===== src/rtl/mpu_dispatch_seq_pkg.sv =====
// Shared types and defaults for the MPU dispatch sequencer.
// Thread ID, instruction and address widths match the TPU instruction port.
package mpu_dispatch_seq_pkg;

  localparam int unsigned SIZE_THREAD_MEM_DFLT = 1024;
  localparam int unsigned DEPTH_PEND_DFLT      = 8;
  localparam int unsigned ID_W                 = 8;
  localparam int unsigned INSTR_W              = 32;
  localparam int unsigned ADDR_W               = $clog2(SIZE_THREAD_MEM_DFLT);

  typedef logic [ID_W-1:0]    id_t;
  typedef logic [INSTR_W-1:0] instr_t;
  typedef logic [ADDR_W-1:0]  t_address_t;

  typedef enum logic [1:0] {
    IDLE,
    LOOKUP,
    ISSUE,
    DRAIN
  } fsm_dispatch_t;

  // Instruction memory addresses wrap modulo its depth.
  function automatic t_address_t addr_next(input t_address_t a, input int unsigned size);
    return (32'(a) == size - 1) ? '0 : a + 1'b1;
  endfunction

endpackage


===== src/rtl/mpu_dispatch_seq_queue.sv =====
// Pending thread-ID queue: ring-buffer pointer control plus an ID array.
// A push while full is dropped and latches a sticky overflow flag until reset.
import mpu_dispatch_seq_pkg::*;

module mpu_dispatch_seq_queue #(
  parameter int unsigned NUM_ENTRY = DEPTH_PEND_DFLT
) (
  input  logic clock,
  input  logic reset,
  input  logic push,
  input  id_t  push_id,
  input  logic pop,
  output id_t  head_id,
  output logic full,
  output logic empty,
  output logic overflow
);

  localparam int unsigned PTR_W = $clog2(NUM_ENTRY);

  logic [PTR_W:0] wr_ptr;
  logic [PTR_W:0] rd_ptr;
  id_t            mem [NUM_ENTRY];
  logic           do_push;
  logic           do_pop;

  // Extra pointer bit distinguishes full from empty when the indices match.
  assign empty   = (wr_ptr == rd_ptr);
  assign full    = (wr_ptr[PTR_W] != rd_ptr[PTR_W]) &&
                   (wr_ptr[PTR_W-1:0] == rd_ptr[PTR_W-1:0]);
  assign do_pop  = pop & ~empty;
  assign do_push = push & (~full | do_pop);
  assign head_id = mem[rd_ptr[PTR_W-1:0]];

  always_ff @(posedge clock or negedge reset) begin
    if (!reset) begin
      wr_ptr   <= '0;
      rd_ptr   <= '0;
      overflow <= 1'b0;
    end else begin
      if (do_push) wr_ptr <= wr_ptr + 1'b1;
      if (do_pop) rd_ptr <= rd_ptr + 1'b1;
      if (push && !do_push) overflow <= 1'b1;
    end
  end

  always_ff @(posedge clock) begin
    if (do_push) mem[wr_ptr[PTR_W-1:0]] <= push_id;
  end

endmodule


===== src/rtl/mpu_dispatch_seq.sv =====
// Dispatch sequencer: queues ready threads, looks up base/length via MapMan,
// streams the thread's instructions from thread memory to the TPU, then signals end.
import mpu_dispatch_seq_pkg::*;

module mpu_dispatch_seq #(
  parameter int unsigned SIZE_THREAD_MEM = SIZE_THREAD_MEM_DFLT,
  parameter int unsigned DEPTH_PEND      = DEPTH_PEND_DFLT
) (
  input  logic       clock,
  input  logic       reset,
  input  logic       I_Req,
  input  id_t        I_ThreadID,
  output logic       O_Full,
  output logic       O_Req_Lookup,
  output id_t        O_ThreadID_Lookup,
  input  logic       I_Ack_Lookup,
  input  t_address_t I_Base_Addr,
  input  t_address_t I_Length,
  output logic       O_Req_Ld,
  output t_address_t O_Address_Ld,
  input  instr_t     I_Instr_Ld,
  input  logic       I_Stall,
  output logic       O_Req_Issue,
  output instr_t     O_Instr,
  output logic       O_End,
  output id_t        O_ThreadID_End,
  output logic       O_Busy
);

  fsm_dispatch_t state;
  id_t           r_thread_id;
  t_address_t    r_addr;
  t_address_t    r_rem;
  id_t           q_head;
  logic          q_full;
  logic          q_empty;
  logic          pend_overflow;

  mpu_dispatch_seq_queue #(
    .NUM_ENTRY(DEPTH_PEND)
  ) u_pend (
    .clock   (clock),
    .reset   (reset),
    .push    (I_Req),
    .push_id (I_ThreadID),
    .pop     (state == IDLE),
    .head_id (q_head),
    .full    (q_full),
    .empty   (q_empty),
    .overflow(pend_overflow)
  );

  assign O_Full            = q_full;
  assign O_Req_Lookup      = (state == LOOKUP);
  assign O_ThreadID_Lookup = r_thread_id;
  assign O_Req_Ld          = (state == ISSUE) && !I_Stall;
  assign O_Address_Ld      = r_addr;
  // Load data is only meaningful alongside its issue strobe; held at zero otherwise.
  assign O_Instr           = O_Req_Issue ? I_Instr_Ld : '0;
  assign O_Busy            = (state != IDLE) || !q_empty;

  always_ff @(posedge clock or negedge reset) begin
    if (!reset) begin
      state          <= IDLE;
      r_thread_id    <= '0;
      r_addr         <= '0;
      r_rem          <= '0;
      O_Req_Issue    <= 1'b0;
      O_End          <= 1'b0;
      O_ThreadID_End <= '0;
    end else begin
      O_Req_Issue <= O_Req_Ld;
      O_End       <= 1'b0;
      unique case (state)
        IDLE: begin
          if (!q_empty) begin
            r_thread_id <= q_head;
            state       <= LOOKUP;
          end
        end
        LOOKUP: begin
          if (I_Ack_Lookup) begin
            r_addr <= I_Base_Addr;
            r_rem  <= I_Length;
            if (I_Length == '0) begin
              O_End          <= 1'b1;
              O_ThreadID_End <= r_thread_id;
              state          <= IDLE;
            end else begin
              state <= ISSUE;
            end
          end
        end
        ISSUE: begin
          if (O_Req_Ld) begin
            r_addr <= addr_next(r_addr, SIZE_THREAD_MEM);
            r_rem  <= r_rem - 1'b1;
            if (r_rem == t_address_t'(1)) state <= DRAIN;
          end
        end
        DRAIN: begin
          O_End          <= 1'b1;
          O_ThreadID_End <= r_thread_id;
          state          <= IDLE;
        end
        default: state <= IDLE;
      endcase
    end
  end

endmodule


===== config.mk =====
export PLATFORM = sky130hd
export DESIGN_NAME = mpu_dispatch_seq
export DESIGN_NICKNAME = d
export VERILOG_FILES = /design/src/rtl/mpu_dispatch_seq_pkg.sv /design/src/rtl/mpu_dispatch_seq_queue.sv /design/src/rtl/mpu_dispatch_seq.sv
export SDC_FILE = /design/constraint.sdc
export NUM_CORES = 1
export LEC_CHECK = 0
export ABC_AREA = 1
export BUFFER_PORTS_ARGS = -buffer_cell sky130_fd_sc_hd__buf_4
export CORE_UTILIZATION = 54
export DETAILED_ROUTE_END_ITERATION = 7
export GPL_ROUTABILITY_DRIVEN = 0
export PLACE_DENSITY_LB_ADDON = 0.15
export RECOVER_POWER = 50
export SYNTH_ARGS = -nofsm -noshare
export SYNTH_HDL_FRONTEND = slang
export SYNTH_SLANG_ARGS = --single-unit

===== constraint.sdc =====
create_clock -name clock -period 2.25 [get_ports clock]
set_input_delay 0.225 -clock clock [delete_from_list [all_inputs] [get_ports clock]]
set_output_delay 0.225 -clock clock [all_outputs]
set_load 0.02 [all_outputs]

After elaboration in Yosys (flattened, before gate mapping):

Memories as Yosys holds them, arrays and structs flattened. A register that Yosys moved wholly into a read port is not among the register bits.
Cells that the tools add are included.
Widths: inputs -> output; s select.

* memories kept: 1
* register bits after elaboration: 40
* RAM bits: 64
* output and inout bits: 64
* logic and storage cells: 68
* input bits: 65

* add/sub/neg operators: 4
* multiplexer cells: 22
* bitwise gates (word level): 5
* reduce and logical (&&, ||, !) cells: 15
* eq/ne operators: 13

Memory list
* u_pend.mem: depth 8, width 8, read ports 1, clocked after memory_dff 1, write ports 1, line mpu_dispatch_seq_queue.sv:23 `id_t mem [NUM_ENTRY];`

Operators by type and width (number)
* $mux 10: 5
* $pmux 10 s2: 2
* $mux 32: 1
* $mux 8: 2
* $pmux 8 s2: 1
* $add 10x1->10 const B: 1
* $eq 10x1->1 const B: 1
* $eq 10x10->1 const B: 1
* $logic_not 10->1: 1
* $mux 2: 5
* $sub 10x1->10 const B: 1
* $add 4x1->4 const B: 2
* $pmux 2 s4: 1
* $ne 2x1->1 const B: 3
* $reduce_and 3->1: 2
* $reduce_bool 2->1: 3
* $eq 2x2->1 const B: 2
* $eq 4x4->1: 1
* $mux 1: 4
* $ne 2x2->1 const B: 2
* $reduce_and 4->1: 1
* $eq 3x3->1: 1
* $logic_not 1->1: 3
* $and 1x1->1: 2
* 9 further kinds: 11

Logic depth before layout (Yosys ltp):

Gate-level depths: netlist (run 1).

* depth in word-level cells: 7
* depth in mapped cells: 9
* gate-level depth less buffers: 9

Hierarchy:

A second synthesis (run 1) with hierarchy kept.

* cell total of the unflattened synthesis: 615
* area, all modules: 5511.5 sq um

By module, submodules not included
* mpu_dispatch_seq_queue: area each 3084.2 sq um, instances 1, seq. area each 2147.1 sq um, cells each 266
* mpu_dispatch_seq: area each 2427.3 sq um, instances 1, seq. area each 1001.0 sq um, cells each 349

Least setup slack after synthesis (run 1):

OpenSTA, ideal clock, no wires.

* path kind: flip-flop to flip-flop
* start: reg u_pend.wr_ptr[1]
* end: mem u_pend.mem[1][0] (netlist bit), enable pin
* setup time: 0.370 ns
* period minus slack after synthesis: 1.813 ns
* stages on the path, launching flop included: 8
* arrival: 1.443 ns
* buffers on the path: 1
* data required time: 1.880 ns
* slack: 0.437 ns
* cell sequence: dfrtp_1 buf_2 xnor2_1 nand2_1 nor2_1 nand3_1 nand2_1 nor2_1

* word-level cells in the longest chain between the ends: 7
* elaborated cells on any way between the ends: 10
* those cells by class: eq/ne: 2; mux: 2; bitwise: 5; reduce/logical: 1

RTL lines
* start: declaration: line mpu_dispatch_seq_queue.sv:21 `logic [PTR_W:0] wr_ptr;`
* start signal: assignment: line mpu_dispatch_seq_queue.sv:41 `if (do_push) wr_ptr <= wr_ptr + 1'b1;`
* $eq 4x4->1 / $eq 3x3->1 (equally long branches): line mpu_dispatch_seq_queue.sv:28, mpu_dispatch_seq_queue.sv:30
* $not 1->1 (no line) / $logic_and 1x1->1 (equally long branches)
* $and 1x1->1 / $not 1->1 (equally long branches): line mpu_dispatch_seq_queue.sv:31, mpu_dispatch_seq_queue.sv:32
* $or 1x1->1: line mpu_dispatch_seq_queue.sv:32 `assign do_push = push & (~full | do_pop);`
* $and 1x1->1: line mpu_dispatch_seq_queue.sv:32
* $mux 1: line mpu_dispatch_seq_queue.sv:48 `if (do_push) mem[wr_ptr[PTR_W-1:0]] <= push_id;`
* $mux 1 (not written as such): line mpu_dispatch_seq_queue.sv:48
* end: declaration: line mpu_dispatch_seq_queue.sv:23

Parallel ways exist; a longest one is shown, timed or not.

Final worst setup path (run 1):

* start: reg u_pend.wr_ptr[0]
* end: mem u_pend.mem[3][0] (netlist bit), enable pin

Same word-level chain as after synthesis.

==> metrics.sh, run 1 <==
STATUS='completed'
RSZ_0062_RAISED_AFTER_GLOBAL_ROUTING='true'
LAYOUT-AREA-OVERHEAD-VS-SYNTH_PCT=22.47
FINAL_CORE_UTILIZATION=0.6951
POWER.SWITCHING_FRACTION=0.4481
POWER.INTERNAL_W=0.004473
SYNTH_TOP_FAMILY_BY_AREA='simple AND/OR/NAND/NOR gates'
MAX-CAP-VIOLATIONS=0
WORSTPATHREQUIRED_PS=2260
CRITICAL_PATH_ARRIVAL_PS=2210
WORST_SLACK_PS=49.19
YS_WARN_COUNT=0
NUMBER_OF_BUFFERS_CREATED_BY_CTS=9
SYN_NETS=662
SYNTHTOPCELLSBYCOUNT='161 x sky130_fd_sc_hd__nand2_1, 70 x sky130_fd_sc_hd__nor2_1, 64 x sky130_fd_sc_hd__edfxtp_1'
PERIOD_SHARE=0.9781
FIRST_GLOBAL_VIAS=4018
CRITICAL_PATH.N_BUFFERS_INVERTERS=0
CRITICAL_PATH_CLASS='flop to flop'
TIMING.CRITICAL_PATH.FROM_TYPE='flop'
MUXSHAREOFSYNTHAREA=0
R2R-START='u_pend.wr_ptr[0]$_DFFE_PN0P_'
GRT_MAX_DEGREE=49
TRITONCTS='yes'
IOS=129
FIN_CRIT_PS=2201
SYNTH_SEQ_AREA_SHARE=0.5872
CTS.PATH.MAX_BUFFERS=2
P_TOTAL_W=0.008106
CLOCK_LATENCY_PS=380
P_PER_AREA_nW_PER_UM2=1244
REPORT.FINAL.SLEW_VIOL_COUNT=0
TOTAL_OVERFLOW_REPORTED_BY_THE_GLOBAL_ROUTER=0
MULTI_INPUT_AREA_UM2=1842
PATH_DELAY_FAMILY='simple AND/OR/NAND/NOR gates'
ANTENNA_FOUND_INITIAL=0
DIE_Y_UM=101.2
VDD_DROP_MAX_mV=0.8317
FIN_HOLD_WS_PS=95.13
SYNTH_SEQ_CELLS=112
SYNTH-EDFF-COUNT=64
MAPPEDNETLISTAREA_UM2=5319
CTS.SINKS=112
NFILLCELLS=769
SYNTHESIS.AREA_PER_INSTANCE_UM2=8.985
CTS.CLK_SLEW.WORST_PATHS_PS=110
GRT_USE_TOTAL=0.2553
POST-SYNTH-TOP-COUNT-CELL='sky130_fd_sc_hd__nand2_1'
LAYOUT-DRIVE-GT1-SHARE=0.2022
POWER.SHARE.COMBINATIONAL=0.466
FLOORPLAN.INITIALDENSITY=0.5676
TIMING.REG2REG.WORST_PATH_DEPTH=6
POST_SYNTH_NUM_CELL_TYPES=32
WORSTSETUPENDPOINTTYPE='flop'
YS_DOMINANT_REG_CELL='sky130_fd_sc_hd__edfxtp_1'
WORST_SLEW_MARGIN_REL=0.2112
ASYNC_SR_FLOP_FRACTION=0.4286
CORE_REGION_AREA_UM2=9371
YOSYS.AREA_SHARE.ADDER=0.01176
YS_TOP_CELLS_BY_AREA='sky130_fd_sc_hd__edfxtp_1 36%, sky130_fd_sc_hd__dfrtp_1 23%, sky130_fd_sc_hd__nand2_1 11%, sky130_fd_sc_hd__o21ai_0 5.4%, sky130_fd_sc_hd__nor2_1 4.9%'
NUMBER_OF_PORT_BUFFERS=128
TIMING.FINAL.SETUP_VIOLATIONS=0
DRC_MARKER_COUNT_FROM_THE_FIRST_DETAILED_ROUTE_ITERATION=275
WIRE_PER_INST_UM=15.16
DIE_AREA_UM2=10250
SYNTHSIMPLEGATEAREAFRAC=0.2096
DIODES=0
PLACE_HPWL_UM=9560
POST-ROUTE-DRC-COUNT=0
GRT_PASS1_WL_UM=19840
PLACE_WS_PS=49.91
SEQ_POWER_SHARE=0.391
SYNTHDOMINANTCELLAREASHARE=0.3613
MIN_DELAY_WORST_ENDPOINT='O_Address_Ld[2]$_DFFE_PN0P_'
FIN_WORST_SKEW_PS=17.72
POWER_FRAC_CLOCK=0.143
RR_ENDPOINT='u_pend.mem[3][0]$_DFFE_PP_'
SYNTH_CELLS=592
WORST_PATH_LARGEST_CELL_DELAY_PS=590
DETAIL_ROUTE.VIAS_PER_CELL=5.242
CRITICAL_PATH.MAX_FANOUT=8
SEQCELLAREA_UM2=3123
FLOORPLAN.DIE.WIDTH_UM=101.2
WORST_HOLD_STARTPOINT='I_Base_Addr[2]'
BUFFER_CELL_DRIVING_THE_CLOCK_TREE_ROOT='sky130_fd_sc_hd__clkbuf_8'
TIMING.FINAL.HOLD_VIOLATIONS=0
SHARE_OF_THE_SYNTHESIZED_AREA_IN_COMPOUND_GATES_AO_OA_AOI_OAI=0.1004
WORST_HOLD_PATH_TYPE='input port to flop'
ROUTED-VIA-COUNT=4461
MASTER_OF_THE_SLOWEST_INSTANCE_ON_THE_CRITICAL_PATH='sky130_fd_sc_hd__nor2_1'
SWITCHING_POWER_W=0.003632
SYNTHXORXNORAREAFRAC=0.02305
DRT_PASS1_ITERATIONS=5
ROUTE.ANTENNA.REMAINING_NETS=0
MIN_PATH_CELLS=3
PLACEMENTROWS=35
CTS_SETUP_BUFFERS=0
H_TREE_DEPTH=3
MAX_SLEW.WORST_PIN.SLEW_PS=1183
DETAIL_ROUTE.WIRELENGTH_UM=12900
TOTAL_LEAKAGE_POWER_nW=3.134
FMAX_MHz=454.4
CRITICAL_PATH.CELL_CHAIN='xnor2_1 -> nand2_1 -> nor2_1 -> nand3_1 -> nand2_1 -> nor2_1'
SYNTH_LARGEST_AREA_CELL='sky130_fd_sc_hd__edfxtp_1'
FINAL_NETS=787
RRSETUPSLACK_PS=50
## worst max-delay path by stage
| stage | startpoint | to | slack (ps) | cells past startpoint |
|---|---|---|---|---|
| after detailed placement | u_pend.wr_ptr[1]$_DFFE_PN0P_ | u_pend.mem[3][2]$_DFFE_PP_ | 50 | 6 |
| after floorplan | u_pend.wr_ptr[1]$_DFFE_PN0P_ | u_pend.mem[1][0]$_DFFE_PP_ | 440 | 7 |
| after global routing | u_pend.wr_ptr[0]$_DFFE_PN0P_ | u_pend.mem[3][0]$_DFFE_PP_ | -120 | 6 |
| final | u_pend.wr_ptr[0]$_DFFE_PN0P_ | u_pend.mem[3][0]$_DFFE_PP_ | 50 | 6 |
| after CTS | u_pend.wr_ptr[0]$_DFFE_PN0P_ | u_pend.mem[3][0]$_DFFE_PP_ | 50 | 6 |
| after global placement | u_pend.wr_ptr[1]$_DFFE_PN0P_ | u_pend.mem[1][2]$_DFFE_PP_ | 210 | 6 |
## per-layer routing
metal | wire length [µm] | vias up | track usage
met5 | 0 | - | 0
met4 | 187 | 0 | 0.07692
met3 | 984 | 15 | 0.04693
met2 | 6372 | 214 | 0.4411
met1 | 5355 | 2049 | 0.3296
li1 | - | 2183 | -
## cell type report
cell class	count	area share
clock inverters	7	0.01133
clock buffers	9	0.01902
well taps	129	0.02478
inverters	65	0.03746
multi-input cells	391	0.2828
flip-flops and latches	112	0.4794
repair buffers	138	0.1452
## tightest hold or removal path: stages
cell and delay [ps]:
sky130_fd_sc_hd__buf_4 80, sky130_fd_sc_hd__o211ai_1 90, sky130_fd_sc_hd__nand2_1 60
## through the flow
step	std cells	setup TNS [ps]	cell area [µm²]
floorplan	592	0	5319
global placement	834	0	6391
detailed placement	834	0	6391
CTS	851	0	6599
global route	851	-2448	6514
finish	851	0	6514
## logic make-up (layout without fill, tap and decap cells)
family	count (synthesis)	count (layout)
AND/OR/NAND/NOR	274	274
adder cells (fa/ha/maj)	5	5
flip-flops	112	112
XOR/XNOR	14	14
buffers and inverters	89	219
AO/OA/AOI/OAI	98	98
## sequential cells by signal (all words and copies together), names as in the netlist, 4 cells and up, named ones only
| name | flops |
|---|---|
| u_pend.rd_ptr | 4 |
| O_ThreadID_Lookup | 8 |
| u_pend.wr_ptr | 4 |
| u_pend.mem | 64 |
| O_Address_Ld | 10 |
| O_ThreadID_End | 8 |
| r_rem | 10 |
## repair_timing
item / CTS / global route
gates resized for setup: 0 / 3
hold endpoints to repair: 48 / 0
hold buffers: 1 / 0
endpoints found under the setup margin: 0 / 48
## power groups by stage
stage | sequential [W] | combinational [W] | clock, W
global route | 0.00323 | 0.00419 | 0.00127
floorplan | 0.00337 | 0.00239 | 0
CTS | 0.00316 | 0.00386 | 0.00119
global placement | 0.00318 | 0.00375 | 0
finish | 0.00317 | 0.00378 | 0.00116
detailed placement | 0.00321 | 0.00383 | 0
## layout by cell type (no fill, tap or decap), types with 2 or more instances in the layout
| cell | netlist | final |
|---|---|---|
| sky130_fd_sc_hd__nand2_2 | 4 | 4 |
| sky130_fd_sc_hd__inv_1 | 60 | 60 |
| sky130_fd_sc_hd__clkbuf_8 | 0 | 9 |
| sky130_fd_sc_hd__dfrtp_1 | 48 | 48 |
| sky130_fd_sc_hd__edfxtp_1 | 64 | 64 |
| sky130_fd_sc_hd__nand4_1 | 3 | 3 |
| sky130_fd_sc_hd__nor3_1 | 2 | 2 |
| sky130_fd_sc_hd__clkinv_8 | 0 | 2 |
| sky130_fd_sc_hd__nand3_1 | 27 | 27 |
| sky130_fd_sc_hd__nor2_1 | 70 | 67 |
| sky130_fd_sc_hd__clkbuf_1 | 11 | 24 |
| sky130_fd_sc_hd__ha_1 | 5 | 5 |
| sky130_fd_sc_hd__nand3b_1 | 2 | 2 |
| sky130_fd_sc_hd__nand2_1 | 161 | 161 |
| sky130_fd_sc_hd__o22ai_1 | 17 | 17 |
| sky130_fd_sc_hd__buf_4 | 2 | 112 |
| sky130_fd_sc_hd__nor2_2 | 1 | 4 |
| sky130_fd_sc_hd__xnor2_1 | 6 | 6 |
| sky130_fd_sc_hd__o21ai_0 | 57 | 57 |
| sky130_fd_sc_hd__xor2_1 | 8 | 8 |
| sky130_fd_sc_hd__inv_2 | 5 | 5 |
| sky130_fd_sc_hd__o211ai_1 | 4 | 4 |
| sky130_fd_sc_hd__a21oi_1 | 16 | 16 |
(Power assumes the default switching activity.)
==> inputs of run 2 (changes only) <==
--- a/config.mk
+++ b/config.mk
@@ -10,7 +10,7 @@
 export CORE_UTILIZATION = 54
 export DETAILED_ROUTE_END_ITERATION = 7
 export GPL_ROUTABILITY_DRIVEN = 0
-export PLACE_DENSITY_LB_ADDON = 0.15
+export PLACE_DENSITY = 0.8
 export RECOVER_POWER = 50
 export SYNTH_ARGS = -nofsm -noshare
 export SYNTH_HDL_FRONTEND = slang
==> metrics.sh, run 2 (synthesis gave the netlist of run 1 again) <==
CRITICAL_PATH.MAX_FANOUT=13
BUFFER_CELL_DRIVING_THE_CLOCK_TREE_ROOT='sky130_fd_sc_hd__clkbuf_8'
GRT_MAX_DEGREE=49
TRITONCTS='yes'
WORST_PATH_LARGEST_CELL_DELAY_PS=590
GRT_PASS1_WL_UM=20830
P_PER_AREA_nW_PER_UM2=1234
CORE_REGION_AREA_UM2=9371
FIRST_GLOBAL_VIAS=4184
WORST_SLEW_MARGIN_REL=0.2078
DRT_PASS1_ITERATIONS=5
CRIT_CELLS=6
CTS.SINKS=112
SETUP-TNS-FINAL_PS=0
DIE_AREA_UM2=10250
GRT_USE_TOTAL=0.2695
CRITICAL_PATH_CLASS='flop to flop'
FIN_WORST_SKEW_PS=16.10
LAYOUT-DRIVE-GT1-SHARE=0.1846
DETAIL_ROUTE.VIAS_PER_CELL=5.226
CRITICAL_PATH.CELL_CHAIN='xor2_1 -> nor2_1 -> nand3_1 -> nand2_1 -> nor2_1 -> buf_4'
WORSTPATHREQUIRED_PS=2340
CTS.CLK_SLEW.WORST_PATHS_PS=110
WIRE_PER_INST_UM=15.39
TOTAL_LEAKAGE_POWER_nW=3.116
DIE_Y_UM=101.2
H_TREE_DEPTH=3
MOSTFREQUENTLAYOUTCELLS='162 x sky130_fd_sc_hd__nand2_1, 104 x sky130_fd_sc_hd__buf_4, 70 x sky130_fd_sc_hd__nor2_1'
MIN_PATH_CELLS=3
LAYOUT-AREA-OVERHEAD-VS-SYNTH_PCT=21.78
CTS.PATH.MAX_BUFFERS=2
FINAL_NETS=792
PERIOD_SHARE=0.8776
CRITICAL_PATH.N_BUFFERS_INVERTERS=1
TIMING.REG2REG.WORST_PATH_DEPTH=6
STATUS='completed'
WORSTSETUPENDPOINTTYPE='flop'
ROUTE.ANTENNA.REMAINING_NETS=0
CLOCK_LATENCY_PS=370
MAX-CAP-VIOLATIONS=0
LAYOUT.CELLS.MOST_COMMON='sky130_fd_sc_hd__nand2_1'
MASTER_OF_THE_SLOWEST_INSTANCE_ON_THE_CRITICAL_PATH='sky130_fd_sc_hd__dfrtp_1'
TIMING.CRITICAL_PATH.FROM_TYPE='flop'
ANTENNA_FOUND_INITIAL=0
PATH_DELAY_FAMILY='simple AND/OR/NAND/NOR gates'
FLOORPLAN.INITIALDENSITY=0.5676
PLACE_HPWL_UM=9570
DETAIL_ROUTE.WIRELENGTH_UM=13160
CRITICAL_PATH_ARRIVAL_PS=2070
FINAL_CORE_UTILIZATION=0.6912
CRIT_PATH_FREQUENT_CELL='sky130_fd_sc_hd__nor2_1'
MAX_SLEW.WORST_PIN.SLEW_PS=1188
POST-ROUTE-DRC-COUNT=0
FIN_CRIT_PS=1975
PLACEMENTROWS=35
WORST_HOLD_PATH_TYPE='input port to flop'
NUMBER_OF_PORT_BUFFERS=128
TIMING.FINAL.HOLD_VIOLATIONS=0
POSTCTS_RESIZE_CNT=0
RSZ_0062_RAISED_AFTER_GLOBAL_ROUTING='false'
IOS=129
RRSETUPSLACK_PS=280
NUMBER_OF_BUFFERS_CREATED_BY_CTS=9
FMAX_MHz=506.4
ROUTED-VIA-COUNT=4468
DRC_MARKER_COUNT_FROM_THE_FIRST_DETAILED_ROUTE_ITERATION=305
FLOORPLAN.DIE.WIDTH_UM=101.2
TIMING.FINAL.SETUP_VIOLATIONS=0
LARGEST_REGISTER_FFS=64
TOTAL_OVERFLOW_REPORTED_BY_THE_GLOBAL_ROUTER=0
VDD_DROP_MAX_mV=0.6483
REPORT.FINAL.SLEW_VIOL_COUNT=0
DIODES=0
-- run 2: cell count changes in the layout (fill, tap and decap cells not counted), moves of 2 or more --
cell,before,now
sky130_fd_sc_hd__buf_4,112,104
sky130_fd_sc_hd__clkinv_8,2,0
sky130_fd_sc_hd__inv_6,1,3
sky130_fd_sc_hd__nor2_2,4,1
sky130_fd_sc_hd__clkbuf_1,24,36
sky130_fd_sc_hd__nor2_1,67,70
-- run 2: timing repair --
item | 4_1_cts | 5_1_grt
buffers inserted | 0 | 0
hold endpoints to repair | 48 | 0
hold buffers | 1 | 0
-- run 2: tightest hold or removal path, delay by kind of cell --
family	cells	cell delay [ps]
buffers and inverters	1	80
AOI/OAI and AO/OA	1	80
and+or+nand+nor	1	60
-- run 2: where the power goes --
group / switching [W] / leakage (nW) / internal [W]
combinational: 0.00246 / 1.85 / 0.00120
clock: 0.000695 / 0.0945 / 0.000427
sequential: 0.000459 / 1.17 / 0.00276
-- run 2: routing by layer --
metal | track usage | vias up | part of all wire
met2 | 0.4600 | 197 | 0.49
met5 | 0 | - | 0
li1 | - | 2191 | -
met1 | 0.3549 | 2068 | 0.43
met4 | 0.07135 | 0 | 0.012
met3 | 0.05314 | 12 | 0.070
-- run 2: path summary, 6_finish.rpt --
path	start	to
max	u_pend.rd_ptr[2]$_DFFE_PN0P_	u_pend.mem[7][1]$_DFFE_PP_
min	I_Base_Addr[2]	O_Address_Ld[2]$_DFFE_PN0P_
max reg2reg	u_pend.rd_ptr[2]$_DFFE_PN0P_	u_pend.mem[7][1]$_DFFE_PP_
min reg2reg	O_ThreadID_Lookup[4]$_DFFE_PN0P_	O_ThreadID_End[4]$_DFFE_PN0P_
max in group asynchronous	reset	O_ThreadID_Lookup[0]$_DFFE_PN0P_
min in group asynchronous	reset	r_rem[4]$_DFFE_PN0P_
-- run 2: layout make-up --
type	count	area, µm²
well taps	129	161.4
multi-input cells	391	1832
fillers	791	2894
repair buffers	143	935.9
clock inverters	6	57.56
flip-flops and latches	112	3123
clock buffers	9	123.9
inverters	65	244.0
-- run 2: through the flow --
stage,total power [W],worst slack [ps],instance area [µm²],instances,hold slack (ps)
after CTS,0.008192,317.1,6620,855,83.62
after global routing,0.008583,138.5,6477,855,95.24
after floorplan,0.005763,436.5,5319,592,-70.59
final,0.007994,275.3,6477,855,103.8
after global placement,0.006948,423.5,6429,839,275.4
after detailed placement,0.007045,327.6,6429,839,279.8
==> inputs of run 3 (changes only) <==
--- a/config.mk
+++ b/config.mk
@@ -10,7 +10,7 @@
 export CORE_UTILIZATION = 54
 export DETAILED_ROUTE_END_ITERATION = 7
 export GPL_ROUTABILITY_DRIVEN = 0
-export PLACE_DENSITY = 0.8
+export PLACE_DENSITY = 0.84
 export RECOVER_POWER = 50
 export SYNTH_ARGS = -nofsm -noshare
 export SYNTH_HDL_FRONTEND = slang
==> metrics.sh, run 3 (synthesis gave the netlist of run 1 again) <==
GRT_PASS1_WL_UM=20620
PERIOD_SHARE=0.9488
DETAIL_ROUTE.WIRELENGTH_UM=12880
GRT_USE_TOTAL=0.2610
CRITICAL_PATH.MAX_FANOUT=9
IOS=129
MOSTFREQUENTLAYOUTCELLS='161 x sky130_fd_sc_hd__nand2_1, 110 x sky130_fd_sc_hd__buf_4, 70 x sky130_fd_sc_hd__nor2_1'
LAYOUT.CELLS.MOST_COMMON='sky130_fd_sc_hd__nand2_1'
FLOORPLAN.INITIALDENSITY=0.5676
PLACE_WS_PS=118.9
PATH_DELAY_FAMILY='simple AND/OR/NAND/NOR gates'
TIMING.FINAL.HOLD_VIOLATIONS=0
WORSTSETUPENDPOINTTYPE='flop'
WORST_HOLD_PATH_TYPE='input port to flop'
FIN_WORST_SKEW_PS=13.59
GRT_MAX_DEGREE=49
WIRE_PER_INST_UM=15.13
TIMING.FINAL.SETUP_VIOLATIONS=0
POWER.SWITCHING_FRACTION=0.4414
FIRST_GLOBAL_VIAS=4291
DRT_PASS1_ITERATIONS=5
H_TREE_DEPTH=3
WORST_SLACK_PS=115.3
DETAIL_ROUTE.VIAS_PER_CELL=5.266
FLOORPLAN.DIE.WIDTH_UM=101.2
MAX-CAP-VIOLATIONS=0
CTS_SETUP_BUFFERS=0
GLOBAL_ROUTE.USAGE.MET1=0.3305
CRITICAL_PATH_ARRIVAL_PS=2150
CRITICAL_PATH.CELL_CHAIN='xnor2_1 -> nand2_1 -> nor2_1 -> nand3_1 -> nand2_1 -> nor2_1'
GRTUSAGEMET3=0.05659
MASTER_OF_THE_SLOWEST_INSTANCE_ON_THE_CRITICAL_PATH='sky130_fd_sc_hd__nor2_1'
VDD_DROP_MAX_mV=0.7761
CTS.CLK_SLEW.WORST_PATHS_PS=110
FMAX_MHz=468.4
LAYOUT-AREA-OVERHEAD-VS-SYNTH_PCT=22.49
CTS.SINKS=112
P_PER_AREA_nW_PER_UM2=1258
GLOBALROUTEMET2UTIL=0.4474
CRITICAL_PATH.N_BUFFERS_INVERTERS=0
ANTENNA_FOUND_INITIAL=0
WORST_PATH_LARGEST_CELL_DELAY_PS=560
LARGEST_REGISTER_FFS=64
PLACEMENTROWS=35
POST-ROUTE-DRC-COUNT=0
SWITCHING_POWER_W=0.003618
BUFFER_CELL_DRIVING_THE_CLOCK_TREE_ROOT='sky130_fd_sc_hd__clkbuf_8'
WORST_SLEW_MARGIN_REL=0.2237
POWER.INTERNAL_W=0.004579
PLACE_HPWL_UM=9525
ROUTE.ANTENNA.REMAINING_NETS=0
POWER_FRAC_CLOCK=0.154
CLOCK_LATENCY_PS=370
TOTAL_LEAKAGE_POWER_nW=3.132
CRITICAL_PATH_CLASS='flop to flop'
DIE_Y_UM=101.2
SETUP-TNS-FINAL_PS=0
CTS.PATH.MAX_BUFFERS=2
NFILLCELLS=736
RSZ_0062_RAISED_AFTER_GLOBAL_ROUTING='true'
MAX_SLEW.WORST_PIN.SLEW_PS=1164
CORE_REGION_AREA_UM2=9371
DRC_MARKER_COUNT_FROM_THE_FIRST_DETAILED_ROUTE_ITERATION=312
GRT.BUSIEST_LAYER='met2'
POWER.SHARE.COMBINATIONAL=0.456
POSTCTS_RESIZE_CNT=0
ROUTED-VIA-COUNT=4481
FINAL_NETS=787
DIE_AREA_UM2=10250
FIN_CRIT_PS=2135
LAYOUT-DRIVE-GT1-SHARE=0.1939
NUMBER_OF_BUFFERS_CREATED_BY_CTS=9
STATUS='completed'
WORSTPATHREQUIRED_PS=2270
SEQ_POWER_SHARE=0.389
REPORT.FINAL.SLEW_VIOL_COUNT=0
NUMBER_OF_PORT_BUFFERS=128
TRITONCTS='yes'
FINAL_CORE_UTILIZATION=0.6952
TOTAL_OVERFLOW_REPORTED_BY_THE_GLOBAL_ROUTER=0
DIODES=0
TIMING.CRITICAL_PATH.FROM_TYPE='flop'
==> run 3: power groups by stage <==
| stage | Sequential (W) | Clock [W] | Combinational [W] |
|---|---|---|---|
| after floorplan | 0.00337 | 0 | 0.00239 |
| after global placement | 0.00320 | 0 | 0.00372 |
| after detailed placement | 0.00324 | 0 | 0.00381 |
| after CTS | 0.00319 | 0.00128 | 0.00385 |
| after global routing | 0.00326 | 0.00134 | 0.00420 |
| final | 0.00319 | 0.00126 | 0.00374 |
==> run 3: per-layer routing <==
metal / part of all wire / vias to the layer above
met5: 0 / -
met4: 0.021 / 0
met3: 0.086 / 24
met2: 0.49 / 241
met1: 0.40 / 2037
li1: - / 2179
==> run 3: through the flow <==
step                std cells  hold WS [ps]  cell area [µm²]  power, W
floorplan                 592        -70.59             5319  0.005763
global placement          834         271.6             6391  0.006926
detailed placement        834         274.9             6391  0.007049
CTS                       851         96.95             6615  0.008315
global route              851         116.3             6515  0.008803
finish                    851         113.5             6515  0.008197
==> run 3: final cells by class <==
cell class	instances	area, µm²	share of cell area
Tap cell	129	161.4	0.02477
Multi-Input combinational cell	391	1834	0.2815
Clock inverter	7	90.09	0.01383
Sequential cell	112	3123	0.4794
Timing Repair Buffer	138	938.4	0.1440
Inverter	65	244.0	0.03745
Clock buffer	9	123.9	0.01901
==> run 3: worst paths after layout <==
check / start / slack [ps] / depth (start not counted) / to
worst max register to register: u_pend.wr_ptr[1]$_DFFE_PN0P_ / 120 / 6 / u_pend.mem[7][7]$_DFFE_PP_
max in group asynchronous: reset / 900 / 2 / u_pend.wr_ptr[3]$_DFFE_PN0P_
worst min-delay path: I_Length[5] / 110 / 3 / r_rem[5]$_DFFE_PN0P_
worst min register to register: O_ThreadID_Lookup[5]$_DFFE_PN0P_ / 510 / 2 / O_ThreadID_End[5]$_DFFE_PN0P_
worst max-delay path: u_pend.wr_ptr[1]$_DFFE_PN0P_ / 120 / 6 / u_pend.mem[7][7]$_DFFE_PP_
min in group asynchronous: reset / 630 / 2 / O_Address_Ld[2]$_DFFE_PN0P_
==> run 3: tightest hold or removal path: cells and delay by family <==
kind            cells  cell delay, ps
buf+inv             1              90
simple gates        1              60
compound gates      1              90
==> run 3: repair_timing <==
action	4_1_cts	5_1_grt
hold endpoints to repair	48	0
setup endpoints to repair	0	24
hold buffers	1	0
